### src/rtl/mu0_pkg.sv
// ============================================================================
// mu0_pkg : shared constants for the MU0 memory arbiter
// Rev 1.0 : initial release
// ============================================================================
`default_nettype none

package mu0_pkg;

   localparam int ADDR_W_DEF = 16;
   localparam int DATA_W_DEF = 16;

   localparam logic [1:0] ST_IDLE  = 2'd0;
   localparam logic [1:0] ST_ISSUE = 2'd1;
   localparam logic [1:0] ST_RESP  = 2'd2;

   localparam logic OWNER_CPU  = 1'b0;
   localparam logic OWNER_HOST = 1'b1;

   function automatic logic [15:0] sat_inc16(input logic [15:0] v);
      return (v == 16'hFFFF) ? v : v + 16'd1;
   endfunction

endpackage

`default_nettype wire

### src/rtl/mem_arbiter.sv
// ============================================================================
// mem_arbiter : round-robin CPU / UART-host arbiter for a single-port RAM
// Rev 1.0 : initial release
// ============================================================================
`default_nettype none

module mem_arbiter
   import mu0_pkg::*;
#(
   parameter int ADDR_W = ADDR_W_DEF,
   parameter int DATA_W = DATA_W_DEF
) (
   input  logic              clk,
   input  logic              rst,

   input  logic              cpuReq,
   input  logic              cpuRnW,
   input  logic [ADDR_W-1:0] cpuAddr,
   input  logic [DATA_W-1:0] cpuWData,
   output logic              cpuGnt,
   output logic              cpuValid,
   output logic [DATA_W-1:0] cpuRData,

   input  logic              hostReq,
   input  logic              hostRnW,
   input  logic [ADDR_W-1:0] hostAddr,
   input  logic [DATA_W-1:0] hostWData,
   output logic              hostGnt,
   output logic              hostValid,
   output logic [DATA_W-1:0] hostRData,
   input  logic              hostLock,

   output logic              memEn,
   output logic              memRnW,
   output logic [ADDR_W-1:0] memAddr,
   output logic [DATA_W-1:0] memWData,
   input  logic [DATA_W-1:0] memRData,

   output logic [15:0]       cpuStallCnt
);

   logic [1:0]        state;
   logic              owner;
   logic              last_owner;
   logic              rnw_q;
   logic [ADDR_W-1:0] addr_q;
   logic [DATA_W-1:0] wdata_q;

   logic cpu_elig;
   logic host_elig;
   logic pick_host;

   // The CPU is locked out during a host bulk transfer; otherwise the
   // requester not served last wins a tie.
   assign cpu_elig  = cpuReq & ~hostLock;
   assign host_elig = hostReq;
   assign pick_host = host_elig & (~cpu_elig | (last_owner == OWNER_CPU));

   assign memEn    = (state == ST_ISSUE);
   assign cpuGnt   = memEn & (owner == OWNER_CPU);
   assign hostGnt  = memEn & (owner == OWNER_HOST);
   assign memRnW   = rnw_q;
   assign memAddr  = addr_q;
   assign memWData = wdata_q;

   always_ff @(posedge clk or posedge rst) begin
      if (rst) begin
         state       <= ST_IDLE;
         owner       <= OWNER_HOST;
         last_owner  <= OWNER_HOST;
         rnw_q       <= 1'b0;
         addr_q      <= '0;
         wdata_q     <= '0;
         cpuRData    <= '0;
         hostRData   <= '0;
         cpuValid    <= 1'b0;
         hostValid   <= 1'b0;
         cpuStallCnt <= 16'd0;
      end else begin
         cpuValid  <= 1'b0;
         hostValid <= 1'b0;
         if (cpuReq && !cpuGnt) begin
            cpuStallCnt <= sat_inc16(cpuStallCnt);
         end
         case (state)
            ST_IDLE: begin
               if (cpu_elig || host_elig) begin
                  owner      <= pick_host;
                  last_owner <= pick_host;
                  rnw_q      <= pick_host ? hostRnW   : cpuRnW;
                  addr_q     <= pick_host ? hostAddr  : cpuAddr;
                  wdata_q    <= pick_host ? hostWData : cpuWData;
                  state      <= ST_ISSUE;
               end
            end
            ST_ISSUE: begin
               state <= ST_RESP;
            end
            ST_RESP: begin
               if (rnw_q) begin
                  if (owner == OWNER_HOST) begin
                     hostRData <= memRData;
                  end else begin
                     cpuRData <= memRData;
                  end
               end
               if (owner == OWNER_HOST) begin
                  hostValid <= 1'b1;
               end else begin
                  cpuValid <= 1'b1;
               end
               state <= ST_IDLE;
            end
            default: begin
               state <= ST_IDLE;
            end
         endcase
      end
   end

endmodule

`default_nettype wire

### config.mk
export PLATFORM = sky130hd
export DESIGN_NAME = mem_arbiter
export DESIGN_NICKNAME = d
export VERILOG_FILES = /design/src/rtl/mu0_pkg.sv /design/src/rtl/mem_arbiter.sv
export SDC_FILE = /design/constraint.sdc
export NUM_CORES = 1
export LEC_CHECK = 0
export CAP_MARGIN = 20
export CORE_MARGIN = 2
export CORE_UTILIZATION = 41
export DETAILED_ROUTE_END_ITERATION = 7
export MAX_ROUTING_LAYER = met4
export PLACE_DENSITY = 0.8
export REMOVE_ABC_BUFFERS = 1
export SLEW_MARGIN = 20
export SYNTH_ARGS = -nofsm -noshare
export SYNTH_HDL_FRONTEND = slang
export SYNTH_SLANG_ARGS = --single-unit
### constraint.sdc
create_clock -name clk -period 3.3 [get_ports clk]
set_clock_uncertainty 0.1 [all_clocks]
set_input_delay 0.33 -clock clk [delete_from_list [all_inputs] [get_ports clk]]
set_output_delay 0.33 -clock clk [all_outputs]
set_load 0.02 [all_outputs]
==> summary.txt <==
Status -> finished, final reports clean
CTS root buffer -> clkbuf_8
Fin crit share -> 0.697
Leak -> 2.53 nW
#FFs+latches synth -> 86
Drt via density -> 4.94
Layout area overhead -> 54.9%
Sw frac -> 0.377
Largest net degree at the start of global routing -> 87
Worst IR Drop VDD -> 0.399 mV
First-pass GRT wire length -> 14.4 mm
WP data arrival -> 1.87 ns
Total track usage -> 0.186
Hold slack -> 0.290 ns
Syn avg cell area -> 12.2 um2
Warnings from Yosys -> 0
Die Width -> 99.1 um
Clock Sinks -> 86
Setup Viol. Count Final -> 0
Worst R2R End -> cpuStallCnt[10]
Vias in the first global route -> 3012
Gr ovfl total -> 0
RePlAce Congestion -> 0.839
Startpoint types -> flop
Max-slew violations -> 0
Worst Tran Pin Value -> 0.792 ns
Clock Tree Buf Depth -> 2
DRC -> 0
R2r worst-path depth -> 5
Critical Path Fanout Max -> 6
Ant diodes -> 0
Clock latency on the worst-skew pair -> 0.33 ns
Htree depth -> 3
1st-iter DRT viols -> 46
PD cells -> 860 mW/mm2
RSZ-0062 raised after global routing -> no
Crit end category -> output port
Post-synthesis sequential area ratio -> 0.581
Reg-to-Reg Start -> cpuStallCnt[0]
Die Y -> 99.1 um
Net Switching -> 0.00186 W
Share of cells above drive strength 1 -> 0.133
Relative slew slack -> 0.472
Final WL -> 8.79 mm
Setup repair bufs after CTS -> 0
Max-cap violations -> 0
FFs w/ async S/R, synth -> 1.00
Mapped Cells -> 305
Place WS -> 0.879 ns
Hold Path Class -> primary input to asynchronous set/reset pin
DRT Pass-1 Iters -> 4
Placement Cell Area -> 0.00554 mm2
Part of the power in combinational logic -> 0.480
TritonCTS clock tree -> done
Dpl hpwl -> 6.43 mm
Post-route cell area -> 0.00574 mm2
Vias -> 2913
Core area -> 0.00876 mm2
Clock slew at reported path FFs -> 0.10 ns
Crit path time final -> 2.30 ns
Post-synth top flop -> dfrtp_1
Port bufs -> 172
Starting Density -> 0.423
Crit path kind -> flop to output port
Syn Std Cell Area -> 0.00371 mm2
Distinct cells, synth -> 34
Final worst setup slack -> 1.00 ns
Reg2reg setup slack -> 1.23 ns
Number of buffers created by CTS -> 9
Number of gates resized after cts -> 0
EDFF count, synth -> 0
Internal power -> 0.00308 W
WL/cell -> 14.9 um
Initial antenna violation count -> 0
Clock power share -> 0.153
Setup TNS Final -> 0 ns
Critical Path RT -> 2.87 ns
Rows -> 34
Design Power -> 0.00494 W
Fmax -> 0.435 GHz
Count of final hold-check violations -> 0
Nets -> 565
Sequential Power Share -> 0.367
IO Pins -> 173
Cts hold-fix bufs -> 0
Antenna viol nets, final -> 0
Die ar. -> 0.00982 mm2
-- power groups by stage --
stage	clock network (W)	logic [W]	registers (W)
2_1_floorplan	0	0.000641	0.00235
3_3_place_gp	0	0.00236	0.00182
3_5_place_dp	0	0.00241	0.00184
4_1_cts	0.000777	0.00241	0.00182
5_1_grt	0.000818	0.00254	0.00189
6_report	0.000753	0.00237	0.00181
-- state kept, by name, summed over array words and instances, names as in the netlist, 2 cells and up --
| register | count |
|---|---|
| memAddr | 16 |
| hostRData | 16 |
| memWData | 16 |
| state | 2 |
| cpuRData | 16 |
| cpuStallCnt | 16 |
-- cell families after synthesis --
kind of cell / count (synthesis) / synth area share
buffers and inverters: 18 / 0.0236
muxes: 69 / 0.198
and+or+nand+nor: 80 / 0.113
DFF: 86 / 0.581
adders and majority gates: 1 / 0.00337
xor gates and xnor gates: 11 / 0.0260
AOI/OAI and AO/OA: 40 / 0.0553
-- final cells by class --
cell class	instances	area (um2)
repair buffers	175	1760
well taps	108	135
clock buffers	9	124
multi-input cells	201	1480
fillers	699	3020
clock inverters	7	80.1
inverters	4	16.3
flip-flops and latches	86	2150
-- per-layer routing --
layer	track usage	wire, um
met2	0.302	4300
met1	0.233	3760
met4	0.0569	116
met3	0.0450	618
met5	-	0
-- layout by cell type (no fill, tap or decap), types with 3 or more instances in the layout --
master	netlist	final
nand4_1	4	4
clkinvlp_4	0	4
xor2_1	10	10
mux2_2	35	35
nand3_1	5	5
nor2b_1	3	3
mux2i_1	33	33
nand2_1	42	42
clkbuf_8	0	9
nor3_1	6	6
nor2_1	4	4
o21ai_0	38	38
clkdlybuf4s50_1	0	172
dfrtp_1	85	85
-- per-stage QoR --
stage,util,instances
finish,0.655,590
CTS,0.655,590
global route,0.655,590
global placement,0.632,574
floorplan,-,291
detailed placement,0.632,574
-- worst max-delay path, stage by stage (launching register included) --
cell and delay [ns]:
dfrtp_1 0.43, or3b_4 0.44, inv_2 0.07, clkdlybuf4s50_1 0.59
-- how the worst max path moves through the flow --
| stage | slack, ns | endpoint | cells past startpoint | startpoint |
|---|---|---|---|---|
| 2_1_floorplan | 0.29 | memAddr[0] | 3 | cpuReq |
| 3_3_place_gp | 0.93 | memWData[6] | 6 | cpuReq |
| 5_1_grt | 0.94 | cpuGnt | 3 | state[1] |
| 6_report | 1.0 | cpuGnt | 3 | state[1] |
| 4_1_cts | 0.98 | cpuGnt | 3 | state[1] |
| 3_5_place_dp | 0.88 | memWData[15] | 6 | cpuReq |
-- cells in the mapped netlist, types with 2 or more instances --
library cell	number	share of area
nor3_1	6	0.0081
buf_2	4	0.0054
nor3b_1	2	0.0040
mux2i_1	33	0.089
mux2_2	35	0.11
clkbuf_1	6	0.0061
inv_1	3	0.0030
nor4_1	2	0.0034
nand2_1	42	0.043
dfrtp_1	85	0.57
nand4_1	4	0.0067
and2_1	2	0.0034
nor2_1	4	0.0040
o21ai_0	38	0.051
nor2b_1	3	0.0051
xor2_1	10	0.024
and4_1	2	0.0047
buf_4	4	0.0081
nand3_1	5	0.0067
No activity file was read; power rests on OpenSTA's default activity.
